<file path="src/rtl/bids_pkg.sv">
// Shared opcode, state and abort-code definitions for the bid host sequencer.
package bids_pkg;

    typedef enum logic [3:0] {
        OP_NOOP      = 4'd0,
        OP_UNLOCK    = 4'd1,
        OP_LOCK      = 4'd2,
        OP_LOADX     = 4'd3,
        OP_LOADY     = 4'd4,
        OP_LOADZ     = 4'd5,
        OP_SETMASK   = 4'd6,
        OP_SETTIMER  = 4'd7,
        OP_BIDCHARGE = 4'd8
    } op_e;

    typedef enum logic [3:0] {
        IDLE   = 4'd0,
        LDX    = 4'd1,
        LDY    = 4'd2,
        LDZ    = 4'd3,
        MASK   = 4'd4,
        TIMER  = 4'd5,
        COST   = 4'd6,
        LOCK   = 4'd7,
        ROUND  = 4'd8,
        CLOSE  = 4'd9,
        SAMPLE = 4'd10,
        DONE   = 4'd11,
        ABORT  = 4'd12
    } state_e;

    localparam logic [2:0] SERR_NONE         = 3'b000;
    localparam logic [2:0] SERR_NO_ROUNDOVER = 3'b101;
    localparam logic [2:0] SERR_NOT_READY    = 3'b110;

endpackage

</file>
<file path="src/rtl/bids_rnd_timer.sv">
// Loadable down-counter that paces the active phase of a round; zero_o flags the last cycle.
module bids_rnd_timer #(
    parameter int W = 8
) (
    input  logic         clk,
    input  logic         reset,
    input  logic         load_i,
    input  logic [W-1:0] load_val_i,
    input  logic         dec_i,
    output logic         zero_o
);

    logic [W-1:0] cnt_q;

    always_ff @(posedge clk or posedge reset) begin
        if (reset) begin
            cnt_q <= '0;
        end else if (load_i) begin
            cnt_q <= load_val_i;
        end else if (dec_i && (cnt_q != '0)) begin
            cnt_q <= cnt_q - 1'b1;
        end
    end

    assign zero_o = (cnt_q == '0);

endmodule

</file>
<file path="src/rtl/bids_host_sequencer.sv">
// Host-side sequencer: programs the bid controller, runs N rounds, samples results, unlocks.
// Optional per-player win counters when BIDS_SEQ_WINSTAT_EN is defined.
module bids_host_sequencer
    import bids_pkg::*;
#(
    parameter int RND_W = 8
) (
    input  logic             clk,
    input  logic             reset,
    input  logic             go,
    input  logic [31:0]      cfg_x,
    input  logic [31:0]      cfg_y,
    input  logic [31:0]      cfg_z,
    input  logic [2:0]       cfg_mask,
    input  logic [3:0]       cfg_timer,
    input  logic [31:0]      cfg_cost,
    input  logic [31:0]      cfg_key,
    input  logic [RND_W-1:0] cfg_rounds,
    input  logic [RND_W-1:0] cfg_len,
    input  logic             ready,
    input  logic [2:0]       err,
    input  logic             roundOver,
    input  logic [2:0]       win,
    input  logic [31:0]      maxBid,
    output logic [3:0]       C_op,
    output logic [31:0]      C_data,
    output logic             C_start,
    output logic             busy,
    output logic             done,
    output logic [2:0]       seq_err,
    output logic [2:0]       last_win,
    output logic [31:0]      last_max,
    output logic [RND_W-1:0] rnd_cnt
`ifdef BIDS_SEQ_WINSTAT_EN
    ,
    output logic [RND_W-1:0] x_wins,
    output logic [RND_W-1:0] y_wins,
    output logic [RND_W-1:0] z_wins
`endif
);

    localparam logic [RND_W-1:0] ONE = {{(RND_W-1){1'b0}}, 1'b1};

    state_e           state_q, state_d;
    logic [3:0]       c_op_q, c_op_d;
    logic [31:0]      c_data_q, c_data_d;
    logic             c_start_q, c_start_d;
    logic [2:0]       seq_err_q, seq_err_d;
    logic [2:0]       last_win_q;
    logic [31:0]      last_max_q;
    logic [RND_W-1:0] rnd_cnt_q;
    logic [RND_W-1:0] rounds_left_q;

    logic [31:0]      x_q, y_q, z_q, cost_q, key_q;
    logic [2:0]       mask_q;
    logic [3:0]       timer_q;
    logic [RND_W-1:0] len_q;

    logic             accept, sample, timer_load, timer_dec, timer_zero;
    logic [RND_W-1:0] len_eff;

    // Output decode needs the values being captured this cycle when leaving IDLE.
    logic [31:0]      x_d, y_d, z_d, cost_d, key_d;
    logic [2:0]       mask_d;
    logic [3:0]       timer_d;

    assign x_d     = accept ? cfg_x     : x_q;
    assign y_d     = accept ? cfg_y     : y_q;
    assign z_d     = accept ? cfg_z     : z_q;
    assign cost_d  = accept ? cfg_cost  : cost_q;
    assign key_d   = accept ? cfg_key   : key_q;
    assign mask_d  = accept ? cfg_mask  : mask_q;
    assign timer_d = accept ? cfg_timer : timer_q;
    assign len_eff = (len_q == '0) ? ONE : len_q;

    bids_rnd_timer #(.W(RND_W)) u_rnd_timer (
        .clk        (clk),
        .reset      (reset),
        .load_i     (timer_load),
        .load_val_i (len_eff),
        .dec_i      (timer_dec),
        .zero_o     (timer_zero)
    );

    always_comb begin
        state_d    = state_q;
        seq_err_d  = seq_err_q;
        accept     = 1'b0;
        sample     = 1'b0;
        timer_load = 1'b0;
        timer_dec  = 1'b0;
        case (state_q)
            IDLE: begin
                if (go && ready) begin
                    accept    = 1'b1;
                    seq_err_d = SERR_NONE;
                    state_d   = LDX;
                end
            end
            LDX, LDY, LDZ, MASK, TIMER, COST, LOCK: begin
                if (!ready) begin
                    seq_err_d = SERR_NOT_READY;
                    state_d   = ABORT;
                end else if (err != 3'b000) begin
                    seq_err_d = err;
                    state_d   = ABORT;
                end else begin
                    case (state_q)
                        LDX:     state_d = LDY;
                        LDY:     state_d = LDZ;
                        LDZ:     state_d = MASK;
                        MASK:    state_d = TIMER;
                        TIMER:   state_d = COST;
                        COST:    state_d = LOCK;
                        default: begin
                            state_d    = ROUND;
                            timer_load = 1'b1;
                        end
                    endcase
                end
            end
            // err is deliberately not checked here: bid+retract collisions raise it legitimately.
            ROUND: begin
                if (timer_zero) begin
                    state_d = CLOSE;
                end else begin
                    timer_dec = 1'b1;
                end
            end
            CLOSE: state_d = SAMPLE;
            SAMPLE: begin
                if (!roundOver) begin
                    seq_err_d = SERR_NO_ROUNDOVER;
                    state_d   = ABORT;
                end else begin
                    sample = 1'b1;
                    if (rounds_left_q > ONE) begin
                        state_d    = ROUND;
                        timer_load = 1'b1;
                    end else begin
                        state_d = DONE;
                    end
                end
            end
            DONE: state_d = IDLE;
            ABORT: begin
                if (go) begin
                    seq_err_d = SERR_NONE;
                    state_d   = IDLE;
                end
            end
            default: state_d = IDLE;
        endcase
    end

    // Outputs are decoded from the destination state so they line up with it once registered.
    always_comb begin
        c_op_d    = OP_NOOP;
        c_data_d  = '0;
        c_start_d = 1'b0;
        case (state_d)
            LDX:    begin c_op_d = OP_LOADX;     c_data_d = x_d;                end
            LDY:    begin c_op_d = OP_LOADY;     c_data_d = y_d;                end
            LDZ:    begin c_op_d = OP_LOADZ;     c_data_d = z_d;                end
            MASK:   begin c_op_d = OP_SETMASK;   c_data_d = {29'd0, mask_d};    end
            TIMER:  begin c_op_d = OP_SETTIMER;  c_data_d = {28'd0, timer_d};   end
            COST:   begin c_op_d = OP_BIDCHARGE; c_data_d = cost_d;             end
            LOCK:   begin c_op_d = OP_LOCK;      c_data_d = key_d;              end
            ROUND:  c_start_d = 1'b1;
            DONE:   begin c_op_d = OP_UNLOCK;    c_data_d = key_d;              end
            default: ;
        endcase
    end

    always_ff @(posedge clk or posedge reset) begin
        if (reset) begin
            state_q       <= IDLE;
            c_op_q        <= '0;
            c_data_q      <= '0;
            c_start_q     <= 1'b0;
            seq_err_q     <= '0;
            last_win_q    <= '0;
            last_max_q    <= '0;
            rnd_cnt_q     <= '0;
            rounds_left_q <= '0;
        end else begin
            state_q   <= state_d;
            c_op_q    <= c_op_d;
            c_data_q  <= c_data_d;
            c_start_q <= c_start_d;
            seq_err_q <= seq_err_d;
            if (accept) begin
                rnd_cnt_q     <= '0;
                rounds_left_q <= (cfg_rounds == '0) ? ONE : cfg_rounds;
            end else if (sample) begin
                last_win_q    <= win;
                last_max_q    <= maxBid;
                rounds_left_q <= rounds_left_q - ONE;
                if (rnd_cnt_q != '1) begin
                    rnd_cnt_q <= rnd_cnt_q + ONE;
                end
            end
        end
    end

    always_ff @(posedge clk or posedge reset) begin
        if (reset) begin
            x_q     <= '0;
            y_q     <= '0;
            z_q     <= '0;
            cost_q  <= '0;
            key_q   <= '0;
            mask_q  <= '0;
            timer_q <= '0;
            len_q   <= '0;
        end else if (accept) begin
            x_q     <= cfg_x;
            y_q     <= cfg_y;
            z_q     <= cfg_z;
            cost_q  <= cfg_cost;
            key_q   <= cfg_key;
            mask_q  <= cfg_mask;
            timer_q <= cfg_timer;
            len_q   <= cfg_len;
        end
    end

`ifdef BIDS_SEQ_WINSTAT_EN
    logic [RND_W-1:0] x_wins_q, y_wins_q, z_wins_q;

    always_ff @(posedge clk or posedge reset) begin
        if (reset) begin
            x_wins_q <= '0;
            y_wins_q <= '0;
            z_wins_q <= '0;
        end else if (accept) begin
            x_wins_q <= '0;
            y_wins_q <= '0;
            z_wins_q <= '0;
        end else if (sample) begin
            if (win[2] && (x_wins_q != '1)) x_wins_q <= x_wins_q + ONE;
            if (win[1] && (y_wins_q != '1)) y_wins_q <= y_wins_q + ONE;
            if (win[0] && (z_wins_q != '1)) z_wins_q <= z_wins_q + ONE;
        end
    end

    assign x_wins = x_wins_q;
    assign y_wins = y_wins_q;
    assign z_wins = z_wins_q;
`endif

    assign C_op     = c_op_q;
    assign C_data   = c_data_q;
    assign C_start  = c_start_q;
    assign busy     = (state_q != IDLE) && (state_q != ABORT);
    assign done     = (state_q == DONE);
    assign seq_err  = seq_err_q;
    assign last_win = last_win_q;
    assign last_max = last_max_q;
    assign rnd_cnt  = rnd_cnt_q;

endmodule
</file>
<file path="config.mk">
export PLATFORM = sky130hd
export DESIGN_NAME = bids_host_sequencer
export DESIGN_NICKNAME = d
export VERILOG_FILES = /design/src/rtl/bids_pkg.sv /design/src/rtl/bids_rnd_timer.sv /design/src/rtl/bids_host_sequencer.sv
export SDC_FILE = /design/constraint.sdc
export NUM_CORES = 1
export LEC_CHECK = 0
export ABC_AREA = 1
export CORE_MARGIN = 2
export CORE_UTILIZATION = 52
export CTS_CLUSTER_SIZE = 10
export DETAILED_ROUTE_END_ITERATION = 16
export PLACE_DENSITY = 0.93
export REMOVE_ABC_BUFFERS = 1
export SLEW_MARGIN = 10
export SYNTH_ARGS = -nofsm -noshare
export SYNTH_HDL_FRONTEND = slang
export SYNTH_SLANG_ARGS = --single-unit
</file>
<file path="constraint.sdc">
create_clock -name clk -period 19.8 [get_ports clk]
set_input_delay 2.97 -clock clk [delete_from_list [all_inputs] [get_ports clk]]
set_output_delay 2.97 -clock clk [all_outputs]
set_load 0.01 [all_outputs]
</file>
==> results.yml <==
power_and_ir_drop:
  p_int_mw: 1.25
  combPwrFrac: 0.374
  power_switching_mw: 0.743
  peakVddDrop_uv: 72.0
  power_density_nw_per_um2: 131
  clkPwrFrac: 0.223
  sw_frac_of_total: 0.373
  p_seq_frac: 0.403
  leakage_nw: 7.99
worst_setup_path:
  cp-end-kind: "flop"
  crit_arrival_ns: 6.63
  cp_slowest_cell: "buf_4"
  crit_fanout: 90
  crit_chain: "clkdlybuf4s50_1 -> nand2_1 -> inv_1 -> nand3_4 -> buf_4 -> nand2_1 -> nor2_4 -> buf_4 -> nand2_1 -> nor2_4 -> nand2_1 -> nand2_1 -> inv_1 -> nand2_1"
  cp_slowest_stage_delay_ns: 0.74
  crit_type: "in2reg"
  worstPathRequired_ns: 20.27
  crit_top_cell: "nand2_1"
  worstSetupStartpointType: "primary input"
synth:
  ys_seq_area_frac: 0.545
  synth-compound-area-share: 0.0251
  synthAdderAreaFrac: 0.00443
  synth_top_family_by_area: "simple AND/OR/NAND/NOR gates"
  yosysUniqueCellTypes: 33
  synth_xor_area_frac: 0.00620
  async_flop_share: 1.00
  synthTopCellsByCount: "nand2_1, dfrtp_1, inv_1"
  synthSimpleGateAreaFrac: 0.354
  syn_area_per_cell_um2: 7.66
  yosys-top-cells-area: "dfrtp_1, nand2_1, nand3_1, inv_1, nor2_1"
  yosysMostFrequentCell: "nand2_1"
  synth_edf_count: 0
  yosys.area.top_type_share: 0.545
  syn_area_um2: 11300
  synth-seq-cells: 246
  ys_warn_count: 0
  synth_mux_area_frac: 0
  synth.largest_area_cell: "dfrtp_1"
  synth_ff_type: "dfrtp_1"
  synth_cells: 1475
die:
  fp.dieH_um: 151
  core-area_um2: 21200
  ioPinCount: 311
  initial_core_util: 0.534
  die_x_um: 151
  rows: 53
  design.die.area_um2: 22900
finish:
  area_delta_synth_final_pct: 35.0
  fin_cells: 2026
  fillers: 1462
  drive_above_1_share: 0.0383
  antenna_cells: 0
  final_cell_area_um2: 15300
  fin_nets: 1980
global_route:
  grt_pass1_vias: 11200
  grt_start_max_net_pins: 124
  gr-usage-all-layers: 0.296
  antenna_found_initial: 0
  grt_overflow: 0
  grt_pass1_wl_um: 53900
hold_path:
  hold_path.class: "reg2reg"
route:
  drtPass1Iterations: 5
  drc: 0
  via_count: 11000
  wire_per_inst_um: 16.8
  ant_nets: 0
  drt_iter0_drc: 855
  wirelength_um: 34000
  via_per_inst: 5.42
timing:
  slew_headroom: 0.323
  final_max_slew_viol_count: 0
  worst_pin_slew_ns: 1.02
  setup_viol: 0
  fmax_ghz: 0.162
  rsz0062_at_grt: "false"
  period_minus_slack_ns: 6.17
  hold_viol_final: 0
  timing.final.crit_share: 0.311
  clock_skew_ns: 0.00760
  setup_tns_ns: 0
clocking:
  ctsHoldBuffers: 0
  clkLatencyLatePin_ns: 0.53
  h-tree-depth: 1
  cts_buffer_depth: 3
  root_buffer: "clkbuf_16"
  cts_resized: 0
  cts.clk_slew.worst_paths_ns: 0.05
  cts_made_buffers: 28
  cts.sink_count: 246
  cts_tree: "built"
  post_cts_buffers: 0
placed_design:
  placed_area_um2: 14500
  dp_hpwl_um: 22500
  numPortBuffers: 310
  post-place-cells: 1995
  gp_congestion: 0.912
job:
  drv_cap: 0
outcome:
  status: "finished clean"
sequential cells by signal, indices dropped and copies added (netlist names), 8 cells and up:
| name | count |
|---|---|
| y_q | 32 |
| rnd_cnt | 8 |
| C_data | 32 |
| last_max | 32 |
| len_q | 8 |
| rounds_left_q | 8 |
| u_rnd_timer.cnt_q | 8 |
| cost_q | 32 |
| key_q | 32 |
| z_q | 32 |
per-stage QoR:
stage	power (mW)	utilization	worst slack, ns	hold WS [ns]
finish	1.99	0.721	13.63	0.475
global route	2.11	0.721	13.29	0.489
CTS	1.98	0.721	13.71	0.476
detailed placement	1.53	0.686	13.17	0.460
global placement	1.48	0.686	13.30	0.458
floorplan	1.21	-	10.07	0.444
cell usage in the layout, fill, tap and decap left out, types with 3 or more instances in the layout:
cell type	n
nand2_1	760
clkdlybuf4s50_1	310
dfrtp_1	246
inv_1	98
nand3_1	88
nor2_1	71
nand4_1	43
clkbuf_16	29
o21ai_0	18
a21oi_1	11
buf_4	9
inv_2	6
nor3_1	6
xor2_1	6
nand2_2	5
nor2_4	5
o221ai_1	5
o211ai_1	5
or2_2	4
ha_1	4
nor2_2	3
power groups by stage:
stage | registers (mW) | logic, mW | clock network, mW
floorplan | 0.808 | 0.399 | 0
global placement | 0.790 | 0.691 | 0
detailed placement | 0.803 | 0.727 | 0
CTS | 0.800 | 0.737 | 0.447
global route | 0.820 | 0.823 | 0.467
finish | 0.804 | 0.745 | 0.445
critical path: cells and delay by family:
| kind | cells | cell delay [ns] |
|---|---|---|
| buffers and inverters | 5 | 1.86 |
| AND/OR/NAND/NOR | 9 | 1.78 |
cell type report:
class                           count  area, um2  share of cell area
Clock inverter                      1       5.00            0.000328
Multi-Input combinational cell   1048       4430               0.291
Timing Repair Buffer              319       3170               0.208
Sequential cell                   246       6160               0.404
Tap cell                          275        344              0.0226
Clock buffer                       30        729              0.0478
Inverter                          107        414              0.0272
metal layers:
metal,share of wire,track usage,up-vias
li1,-,-,5094
met1,0.37,0.365,5142
met2,0.50,0.511,629
met3,0.092,0.0476,122
met4,0.041,0.138,0
met5,0,0,-
final timing paths:
path / startpoint / end / slack, ns / depth (start not counted)
min in group asynchronous: reset / cost_q[6]$_DFF_PP0_ / 2.98 / 2
max reg2reg: state_q[2]$_DFF_PP0_ / C_data[29]$_DFF_PP0_ / 15.96 / 13
min reg2reg: last_win[2]$_DFFE_PP0P_ / last_win[2]$_DFFE_PP0P_ / 0.47 / 2
max in group asynchronous: reset / len_q[2]$_DFFE_PP0P_ / 14.72 / 4
min: last_win[2]$_DFFE_PP0P_ / last_win[2]$_DFFE_PP0P_ / 0.47 / 2
max: ready / C_data[29]$_DFF_PP0_ / 13.63 / 14
kinds of logic (layout without fill, tap and decap cells):
kind of cell | after synthesis | after routing
flip-flops | 246 | 246
AO/OA/AOI/OAI | 47 | 47
XOR/XNOR | 8 | 8
buffers and inverters | 181 | 457
adder cells (fa/ha/maj) | 4 | 4
AND/OR/NAND/NOR | 989 | 989
Note: power is estimated with default switching activity, not from simulation.
